File: src/rtl/cpu_pkg.sv
// Shared types and constants for the multi-cycle CPU sequencer family.
package cpu_pkg;

  typedef enum logic [2:0] {
    ST_IDLE,
    ST_LOAD,
    ST_RUN,
    ST_PAUSE,
    ST_DONE
  } state_t;

  localparam logic [2:0]  STEP_FETCH = 3'd0;
  localparam int unsigned DEF_DW     = 16;
  localparam int unsigned DEF_AW     = 8;
  localparam int unsigned DEF_STEPS  = 4;
  localparam int unsigned DEF_TW     = 16;

  function automatic bit steps_legal(input int unsigned s);
    return (s >= 2) && (s <= 8);
  endfunction

endpackage

File: src/rtl/seq_step_counter.sv
// Per-instruction step counter: wraps at STEPS-1, flags the last step and
// decodes a one-hot stage enable that is all-zero while disabled.
module seq_step_counter
  import cpu_pkg::*;
#(
  parameter int unsigned STEPS = DEF_STEPS
) (
  input  logic             clk,
  input  logic             rst_n,
  input  logic             clr,
  input  logic             en,
  output logic [2:0]       step,
  output logic             last,
  output logic [STEPS-1:0] onehot
);

  assign last = (step == 3'(STEPS - 1));

  always_ff @(posedge clk or negedge rst_n) begin
    if (!rst_n) begin
      step <= STEP_FETCH;
    end else if (clr) begin
      step <= STEP_FETCH;
    end else if (en) begin
      step <= last ? STEP_FETCH : step + 3'd1;
    end
  end

  always_comb begin
    onehot = '0;
    for (int unsigned i = 0; i < STEPS; i++) begin
      onehot[i] = en && (step == 3'(i));
    end
  end

endmodule

File: src/rtl/cpu_seq_ctrl.sv
// Multi-cycle instruction sequencer: program load, fetch/execute stepping,
// halt/done, single-step debug and a saturating RUN-cycle timer.
module cpu_seq_ctrl
  import cpu_pkg::*;
#(
  parameter int unsigned DW    = DEF_DW,
  parameter int unsigned AW    = DEF_AW,
  parameter int unsigned STEPS = DEF_STEPS,
  parameter int unsigned TW    = DEF_TW
) (
  input  logic             clk,
  input  logic             rst_n,
  input  logic             start,
  input  logic             ext_wen,
  input  logic [AW-1:0]    ext_addr,
  input  logic [DW-1:0]    ext_data,
  input  logic             test_normal,
  input  logic             step_req,
  input  logic             halt_ins,
  input  logic [AW-1:0]    pc_addr,
  input  logic [AW-1:0]    exe_addr,
  input  logic [DW-1:0]    exe_data,
  input  logic             exe_wen,
  input  logic [DW-1:0]    mem_rdata,
  output logic             mem_wen,
  output logic [AW-1:0]    mem_addr,
  output logic [DW-1:0]    mem_data,
  output logic [2:0]       step,
  output logic [STEPS-1:0] stage_en,
  output logic             pc_en,
  output logic [DW-1:0]    ins,
  output logic             ins_valid,
  output logic             busy,
  output logic             done,
  output logic [TW-1:0]    cycle_cnt
);

  if (!steps_legal(STEPS)) begin : g_steps_check
    $error("cpu_seq_ctrl: STEPS must be in 2..8");
  end

  state_t state;
  logic   run;
  logic   last;
  logic   fetch;
  logic   load;

  assign run   = (state == ST_RUN);
  assign fetch = (step == STEP_FETCH);
  // Gating with rst_n keeps every strobe quiet the instant reset asserts.
  assign load  = ext_wen && rst_n;

  seq_step_counter #(
    .STEPS(STEPS)
  ) u_step (
    .clk    (clk),
    .rst_n  (rst_n),
    .clr    (ext_wen || !run),
    .en     (run),
    .step   (step),
    .last   (last),
    .onehot (stage_en)
  );

  assign busy  = (state == ST_RUN) || (state == ST_PAUSE);
  assign done  = (state == ST_DONE);
  assign pc_en = run && last && !halt_ins && !load;

  // Loading takes the memory port in any state, which also aborts an
  // in-flight execute write.
  always_comb begin
    mem_wen  = 1'b0;
    mem_addr = '0;
    mem_data = '0;
    if (load) begin
      mem_wen  = 1'b1;
      mem_addr = ext_addr;
      mem_data = ext_data;
    end else if (run && fetch) begin
      mem_addr = pc_addr;
    end else if (run) begin
      mem_addr = exe_addr;
      mem_data = exe_data;
      mem_wen  = last && exe_wen;
    end
  end

  always_ff @(posedge clk or negedge rst_n) begin
    if (!rst_n) begin
      state     <= ST_IDLE;
      ins       <= '0;
      ins_valid <= 1'b0;
      cycle_cnt <= '0;
    end else if (ext_wen) begin
      state     <= ST_LOAD;
      ins_valid <= 1'b0;
    end else begin
      unique case (state)
        ST_IDLE: begin
          if (start) begin
            state     <= ST_RUN;
            cycle_cnt <= '0;
          end
        end
        ST_LOAD: state <= ST_IDLE;
        ST_RUN: begin
          if (cycle_cnt != '1) cycle_cnt <= cycle_cnt + 1'b1;
          if (fetch) begin
            ins       <= mem_rdata;
            ins_valid <= 1'b1;
          end
          if (last) begin
            if (halt_ins) begin
              state <= ST_DONE;
            end else begin
              ins_valid <= 1'b0;
              state     <= test_normal ? ST_PAUSE : ST_RUN;
            end
          end
        end
        ST_PAUSE: begin
          if (step_req || !test_normal) state <= ST_RUN;
        end
        ST_DONE: begin
          if (start) begin
            state     <= ST_RUN;
            cycle_cnt <= '0;
            ins_valid <= 1'b0;
          end
        end
        default: state <= ST_IDLE;
      endcase
    end
  end

endmodule
File: config.mk
export PLATFORM = sky130hd
export DESIGN_NAME = cpu_seq_ctrl
export DESIGN_NICKNAME = d
export VERILOG_FILES = /design/src/rtl/cpu_pkg.sv /design/src/rtl/seq_step_counter.sv /design/src/rtl/cpu_seq_ctrl.sv
export SDC_FILE = /design/constraint.sdc
export NUM_CORES = 1
export LEC_CHECK = 0
export ABC_AREA = 1
export CORE_ASPECT_RATIO = 1.4
export CORE_MARGIN = 2
export CORE_UTILIZATION = 38
export CTS_CLUSTER_SIZE = 12
export DETAILED_ROUTE_END_ITERATION = 10
export PLACE_DENSITY = 0.85
export SLEW_MARGIN = 40
export SYNTH_ARGS = -nofsm -noshare
export SYNTH_HDL_FRONTEND = slang
export SYNTH_SLANG_ARGS = --single-unit
File: constraint.sdc
create_clock -name clk -period 2 [get_ports clk]
set_input_delay 0.4 -clock clk [delete_from_list [all_inputs] [get_ports clk]]
set_output_delay 0.4 -clock clk [all_outputs]
set_load 0.1 [all_outputs]
Yosys cells after proc, flatten, opt, wreduce, memory -nomap -nowiden
Cells that the tools add are included.
{ "totals": {"reg_bits": 39, "wordCells": 74, "out_inout_bits": 68, "in_bits": 80, "mem_bits_ro": 0, "mem_bits_rw": 0, "memories": 0, "latch_bits": 0} }
{ "op_classes": {"bitwise": 1, "n_reduce_logical": 25, "n_shift": 0, "n_eq_ne": 13, "n_mul": 0, "add_sub_neg": 2, "n_mux": 28, "div": 0, "n_lt_le_gt_ge": 0} }
{ "ops": {"columns": ["operator", "n"], "rows": [
  ["two-way mux 16 bit", 5],
  ["one-hot mux 16 bit (2 select lines)", 1],
  ["two-way mux 3 bit", 8],
  ["two-way mux 8 bit", 3],
  ["adder 16 x 1 -> 16 bit, second input constant", 1],
  ["!= test 16 bit, second input constant", 1],
  ["equality test 3 x 2 -> 1 bit, second input constant", 4],
  ["two-way mux 1 bit", 9],
  ["one-hot mux 3 bit (3 select lines)", 1],
  ["logical AND 1 bit", 8],
  ["zero test 3 bit", 2],
  ["!= test 3 x 2 -> 1 bit, second input constant", 2],
  ["AND reduction 3 bit", 2],
  ["zero test 1 bit", 4],
  ["!= test 2 x 1 -> 1 bit, second input constant", 2],
  ["AND reduction 4 bit", 1],
  ["nonzero test 2 bit", 2],
  ["adder 3 x 1 -> 3 bit, second input constant", 1],
  ["equality test 3 x 1 -> 1 bit, second input constant", 1],
  ["equality test 3 bit, second input constant", 1],
  ["logical OR 1 bit", 3],
  ["!= test 3 x 1 -> 1 bit, second input constant", 1],
  ["!= test 3 bit, second input constant", 1],
  ["nonzero test 3 bit", 1],
  ["other kinds (4)", 4]
]} }

Depth between registers and ports, before layout
Gate-level depths: netlist (run 1).
{ "depth": {"ltp_word": 6, "depth_mapped": 8} }

Cells and area by module
Synthesis (run 1) repeated with hierarchy kept, for this count alone.
{ "unflattened": {"hier_cells": 400, "area_unflattened_um2": 2632.5} }
{ "by_module_without_submodules": {"columns": ["mod", "area_per_inst_um2", "cells_per_inst", "instances"], "rows": [
  ["cpu_seq_ctrl", 2397.3, 365, 1],
  ["seq_step_counter", 235.2, 35, 1]
]} }

Worst setup path after synthesis (run 1)
Ideal clock, no wire load.
{ "synth_path": {"kind": "reg2out", "start": "register u_step.step[0]", "end": "output port mem_addr[4]", "path_slack_ps": -2533, "stages_incl_launch_ff": 7, "arrival_time_ps": 4133, "n_path_buf": 1, "t_required_ps": 1600, "path_cell_list": "dfrtp_1 > inv_1 > ha_1 > nand2_2 > clkbuf_1 > nor2_1 > o31ai_1"} }
{ "synth_between": {"elab_chain_cells": 4} }
{ "synth_lines": {"columns": ["element", "line_no", "rtl"], "rows": [
  ["from (decl)", "seq_step_counter.sv:12", "output logic [2:0] step,"],
  ["from (signal assigned)", "seq_step_counter.sv:25", "step <= last ? STEP_FETCH : step + 3'd1;"],
  ["zero test 3 bit", "cpu_seq_ctrl.sv:49", "assign fetch = (step == STEP_FETCH);"],
  ["logical AND 1 bit", "cpu_seq_ctrl.sv:79", "end else if (run && fetch) begin"],
  ["two-way mux 8 bit", "cpu_seq_ctrl.sv:79", null],
  ["two-way mux 8 bit", "cpu_seq_ctrl.sv:75", "if (load) begin"],
  ["to (decl)", "cpu_seq_ctrl.sv:26", "output logic [AW-1:0] mem_addr,"]
]} }
Every way passes these cells.

Final worst setup path (run 1)
{ "layout_path": {"start": "register state[1]", "end": "output port mem_addr[7]"} }
{ "layout_between": {"elab_chain_cells": 4, "elab_cells_between_ends": 5, "classes_between": "1 x eq/ne; 3 x mux; 1 x reduce/logical"} }
{ "layout_lines": {"columns": ["element", "line_no", "rtl"], "rows": [
  ["from (decl)", "cpu_seq_ctrl.sv:42", "state_t state;"],
  ["from (signal assigned)", "cpu_seq_ctrl.sv:117", "state <= test_normal ? ST_PAUSE : ST_RUN;"],
  ["equality test 3 x 2 -> 1 bit *", "cpu_seq_ctrl.sv:48", "assign run = (state == ST_RUN);"],
  ["two-way mux 8 bit / logical AND 1 bit (equally long branches)", "cpu_seq_ctrl.sv:81, cpu_seq_ctrl.sv:79", null],
  ["two-way mux 8 bit *", "cpu_seq_ctrl.sv:79", null],
  ["two-way mux 8 bit *", "cpu_seq_ctrl.sv:75", null]
]} }
Mark *: on every way between the ends. The rest lies on a longest branch, timed or not.

==> results of run 1 <==
==> critical path, stage by stage, from the launching register on <==
cell     delay [ns]
dfrtp_1        0.37
inv_2          0.06
nor2_4         0.13
nand2_4        0.09
nor2_4         0.25
inv_8          0.11
o31ai_4        0.31
buf_12         0.21
==> logic make-up (layout without fill, tap and decap cells) <==
family	Yosys count	count (layout)	share of synthesized area, %
AND/OR/NAND/NOR	267	267	45.75
flip-flops	39	39	38.29
buffers and inverters	37	214	5.989
adder cells (fa/ha/maj)	5	5	2.455
AO/OA/AOI/OAI	24	24	5.793
XOR/XNOR	5	5	1.719
==> layout by cell type (no fill, tap or decap), types with 3 or more instances in the layout <==
master / Yosys / routed
inv_1: 20 / 15
nand4_1: 6 / 6
o21ai_1: 4 / 4
buf_12: 0 / 38
o21ai_0: 8 / 8
dfrtp_2: 0 / 9
nand2_1: 146 / 127
buf_4: 2 / 57
xor2_1: 3 / 3
buf_6: 0 / 5
ha_1: 5 / 3
inv_2: 4 / 5
nand3_1: 57 / 46
clkdlybuf4s50_1: 0 / 77
nand2_4: 1 / 20
clkbuf_8: 0 / 5
nor2_1: 42 / 32
o31ai_4: 0 / 8
nor2_2: 2 / 8
nand3_2: 2 / 8
dfrtp_1: 39 / 28
nor2_4: 5 / 9
nand3_4: 0 / 5
==> registers in the layout (all words and copies together) (netlist names) <==
name         count
cycle_cnt       16
ins             16
state            3
u_step.step      3
ins_valid        1
==> worst min-delay path by stage <==
stage	from	end
floorplan	rst_n	cycle_cnt[0]
global placement	ins[14]	ins[14]
detailed placement	ins[7]	ins[7]
CTS	rst_n	state[0]
global route	rst_n	state[0]
finish	rst_n	state[0]
==> stage by stage <==
step | instances | power, mW | util, %
floorplan | 377 | 3.661 | -
global placement | 606 | 4.653 | 73.46
detailed placement | 606 | 4.726 | 73.46
CTS | 625 | 5.679 | 79.27
global route | 628 | 5.945 | 80.33
finish | 628 | 5.718 | 80.33
==> metal layers <==
layer / global-route usage (%) / vias up / share of wire, %
met5: 0 / - / 0
met4: 10.11 / 0 / 2.0
met3: 6.500 / 16 / 8.0
met2: 53.57 / 152 / 56
met1: 31.06 / 1559 / 34
li1: - / 1567 / -
==> final cells by class <==
cell class | count | area, um^2
Clock buffer | 5 | 68.82
Fill cell | 410 | 1284
Timing Repair Buffer | 181 | 2059
Tap cell | 74 | 92.59
Clock inverter | 3 | 67.56
Inverter | 24 | 106.4
Timing Repair inverter | 1 | 5.005
Sequential cell | 39 | 994.7
Multi-Input combinational cell | 301 | 1847
==> what timing repair did <==
item                       in CTS  in global routing
pin swaps                      12                 11
gates cloned                    2                  0
setup endpoints to repair      28                 32
buffers inserted                9                  4
gates resized for setup        41                 13
==> power groups by stage <==
| stage | sequential, mW | clock [mW] | combinational, mW |
|---|---|---|---|
| final | 1.16 | 0.784 | 3.78 |
| after global routing | 1.18 | 0.830 | 3.94 |
| after CTS | 1.15 | 0.799 | 3.73 |
| after detailed placement | 1.17 | 0 | 3.56 |
| after global placement | 1.15 | 0 | 3.50 |
| after floorplan | 2.50 | 0 | 1.17 |
==> impl_metrics.toml, run 1 <==
[placement]
dpl-instance-area_um2 = 4793
dp_hpwl_um = 7857
port_buffers = 147
place_ws_ns = -0.2046
place_congestion = 0.8949

[setup_path]
rr_endpoint = "cycle_cnt[0]"
crit_required_ns = 1.60
startpoint_type = "flip-flop"
rr_worst_depth = 8
cp-end-kind = "output port"
worstSetupPathType = "reg -> out"
critical_path.max_fanout = 8
cp-endpoint = "mem_addr[7]"
arrival_ns = 1.83
worstSetupStartpoint = "state[1]"
rrSetupSlack_ns = 0.27
rr_startpoint = "cycle_cnt[0]"

[floorplanning]
initial_utilization_pct = 39.06
coreArea_um2 = 6525
io_pins = 148
num_rows = 35
die_h_um = 100.9
dieArea_um2 = 7387
dieWidth_um = 73.22

[global_route]
grt_pass1_vias = 3561
antenna_found_initial = 0
grt_first_pass_wirelength_um = 16540
grt_max_degree = 40
track_usage_pct = 28.81
grt-ovfl-total = 0

[layout]
design_area_um2 = 5241
syn2layout_area_growth_pct = 105.6
drive_gt1_share_pct = 35.74
layout.nets = 638
antenna_cells = 0

[pwr]
pwr-share-clk_pct = 13.7
peakVddDrop_v = 0.0006552
pwr-share-comb_pct = 66.1
p_sw_mw = 3.170
powerDensity_nw_per_um2 = 1091
p_sw_share_pct = 55.44
p_leak_nw = 2.303
internal_power_mw = 2.548
p_seq_share_pct = 20.2

[logic_synthesis]
ys.flop_type = "dfrtp_1"
syn-num-nets = 462
ys_async_sr_fraction_pct = 100.0
synth_common_cells = "146 x nand2_1, 57 x nand3_1, 42 x nor2_1, 39 x dfrtp_1, 20 x inv_1"
synth_top_area_share_pct = 38.29
synth_edf_count = 0
yosysMostFrequentCell = "nand2_1"
synth.distinct_cells = 29
synthesis.area_um2 = 2549
synth-seq-area-share_pct = 38.29
synthCells = 377
ys_seq_elements = 39
synth_top_cell_by_area = "dfrtp_1"
yosysWarningCount = 0
synth.area.top_cells = "dfrtp_1 38%, nand2_1 22%, nand3_1 11%"
synth.avg_cell_area_um2 = 6.760

[timing]
finalClockSkew_ns = 0.005548
finalSetupViolations = 26
setup_ws_ns = -0.2300
maxSlewHeadroom_pct = 65.75
rsz0062_at_grt = "true"
min_period_ns = 2.230
tightest_slew_ns = 0.5138
hold-worst-slack_ns = 0.2158
slew_viol_final = 0
tns_ns = -4.185
fin_crit_sh_pct = 111.5
hold_viol = 0
clock.fmax_mhz = 448.4

[clocking]
clk_latency_ns = 0.29
cts_hold_buffers = 0
numCtsBuffers = 5
cts_root_buf = "clkbuf_8"
cts_tree = "done"
path_clk_slew_ns = 0.08
cts.sinks = 39
h-tree-depth = 2
clk_path_buf_depth = 2

[run_status]
violations = "setup timing"
status = "finished, violations left"

[drt]
remaining_drc_errors = 0
antenna_left = 0
drt_iter0_markers = 183
vias_per_cell = 5.245
firstDrtPassIters = 4
wl_um = 10360
wl_per_cell_um = 16.49
vias = 3294

[job]
maxCapViolations = 0

[min_path]
hold_class = "in -> async"
Power figures use the tool's default switching activity.
==> run 2: changes to the inputs <==
Settings changed: CELL_PAD_IN_SITES_DETAIL_PLACEMENT from default to 2, CELL_PAD_IN_SITES_GLOBAL_PLACEMENT from default to 2, CORE_UTILIZATION 38 to 19, PLACE_DENSITY 0.85 to 0.87.
==> run 2 against run 1 <==
  * The run still ends with setup timing left
  * Count of clock-buffer cells in the layout unchanged
  * Worst setup slack better by 0.057 ns
  * Final cell count rose by 19%
  * Utilization shrank 37 points
  * Worst hold slack gained 0.022 ns
  * Die area increased by 95%
==> impl_metrics.toml, run 2 (synthesized netlist as in run 1, its figures left out) <==
[drt]
firstDrtPassIters = 4
vias_per_cell = 4.451
wl_per_cell_um = 17.27
remaining_drc_errors = 0
antenna_left = 0
vias = 3338
drt_iter0_markers = 78
wl_um = 12950

[timing]
setup_ws_ns = -0.1727
clock.fmax_mhz = 460.3
min_period_ns = 2.173
fin_crit_sh_pct = 108.6
tightest_slew_ns = 0.5534
finalClockSkew_ns = 0.003496
hold_viol = 0
hold-worst-slack_ns = 0.2379
maxSlewHeadroom_pct = 63.11
finalSetupViolations = 25
rsz0062_at_grt = "true"
slew_viol_final = 0

[setup_path]
worstSetupPathType = "reg -> out"
rr_worst_depth = 9
worstSetupStartpoint = "u_step.step[1]"
startpoint_type = "flip-flop"
crit_required_ns = 1.60
rr_endpoint = "state[2]"
arrival_ns = 1.77
critical_path.max_fanout = 13
rr_startpoint = "state[2]"
rrSetupSlack_ns = 0.18
cp-endpoint = "mem_addr[2]"
cp-end-kind = "output port"

[floorplanning]
io_pins = 148
num_rows = 50
initial_utilization_pct = 19.22
coreArea_um2 = 13260
dieWidth_um = 101.9
dieArea_um2 = 14370
die_h_um = 141.0

[layout]
antenna_cells = 0
largestRegisters = "cycle_cnt: 16 flops, ins: 16 flops"
drive_gt1_share_pct = 38.91
syn2layout_area_growth_pct = 123.4
final_common_cell = "nand2_1"
fin_util_pct = 42.93
stdcell_count = 750
layout.nets = 652
fillerInstances = 1444
final_cell_mix = "126 x nand2_1, 77 x clkdlybuf4s50_1, 63 x buf_4"

[placement]
dp_hpwl_um = 10090
port_buffers = 147
place_congestion = 0.8824
place_inst = 722

[global_route]
grt-ovfl-total = 0
antenna_found_initial = 0
grt_pass1_vias = 3946
track_usage_pct = 18.38
grt_max_degree = 40
grt_first_pass_wirelength_um = 20500

[pwr]
p_leak_nw = 2.437
p_sw_share_pct = 55.78
pwr-share-comb_pct = 67.1
peakVddDrop_v = 0.0008209
p_sw_mw = 3.349
powerDensity_nw_per_um2 = 1054
p_seq_share_pct = 19.4
power_mw = 6.003
pwr-share-clk_pct = 13.6
internal_power_mw = 2.655

[clocking]
numCtsBuffers = 5
clk_latency_ns = 0.29
cts_root_buf = "clkbuf_16"
clk_path_buf_depth = 2
cts_hold_buffers = 0
cts_tree = "done"
cts.sinks = 39
h-tree-depth = 2
path_clk_slew_ns = 0.06

[run_status]
violations = "setup timing"
status = "finished, violations left"

[min_path]
hold_class = "in -> async"

[job]
maxCapViolations = 0
## run 2: changes by cell type in the layout (fill, tap and decap cells not counted), sizes merged
cell / delta
buf: +14
bufbuf: +1
bufinv: -2
clkinv: +2
clkinvlp: -1
## run 2: metrics by stage
step	worst slack (ns)	cell area, um^2	setup TNS, ns
global placement	-0.2002	5014	-4.267
CTS	-0.2590	5538	-4.237
detailed placement	-0.2398	5014	-5.049
finish	-0.1727	5694	-2.912
global route	-0.2365	5694	-4.350
floorplan	-0.8470	2840	-19.37
## run 2: how the worst min path moves through the flow
stage                       start             to
after floorplan             rst_n   cycle_cnt[0]
after global placement    ins[14]        ins[14]
after detailed placement  ins[12]        ins[12]
after CTS                   rst_n  cycle_cnt[15]
after global routing        rst_n  cycle_cnt[15]
final                       rst_n  cycle_cnt[15]
## run 2: power by group through the flow
| stage | registers, mW | clock network (mW) | logic [mW] |
|---|---|---|---|
| 3_3_place_gp | 1.16 | 0 | 3.64 |
| 6_report | 1.16 | 0.814 | 4.03 |
| 5_1_grt | 1.19 | 0.861 | 4.21 |
| 4_1_cts | 1.17 | 0.838 | 3.97 |
| 3_5_place_dp | 1.18 | 0 | 3.72 |
| 2_1_floorplan | 2.50 | 0 | 1.17 |
## run 2: critical path, stage by stage, from the launching register on
cell     delay, ns
dfrtp_4       0.43
inv_4         0.04
ha_4          0.17
nand2_8       0.09
buf_12        0.16
nor2_1        0.08
o31ai_4       0.29
buf_12        0.21
## run 2: repair_timing
| action | 4_1_cts | 5_1_grt |
|---|---|---|
| pin swaps | 17 | 8 |
| endpoints found under the setup margin | 28 | 30 |
| resized for setup | 55 | 38 |
| setup buffers | 17 | 5 |
| cloned | 1 | 0 |
## run 2: area by class of cell
type	instances	area [um^2]	area share, %
clock buffers	5	125.1	2.197
clock inverters	3	20.02	0.3516
inverters	24	117.6	2.065
multi-input cells	301	1923	33.77
flip-flops and latches	39	994.7	17.47
well taps	182	227.7	3.999
repair buffers	196	2286	40.14
## run 2: routing by layer
| layer | part of all wire [%] | global-route usage [%] | up-vias |
|---|---|---|---|
| li1 | - | - | 1601 |
| met2 | 58 | 36.81 | 115 |
| met4 | 0.88 | 3.579 | 0 |
| met3 | 5.6 | 4.313 | 8 |
| met5 | 0 | 0 | - |
| met1 | 35 | 18.76 | 1614 |
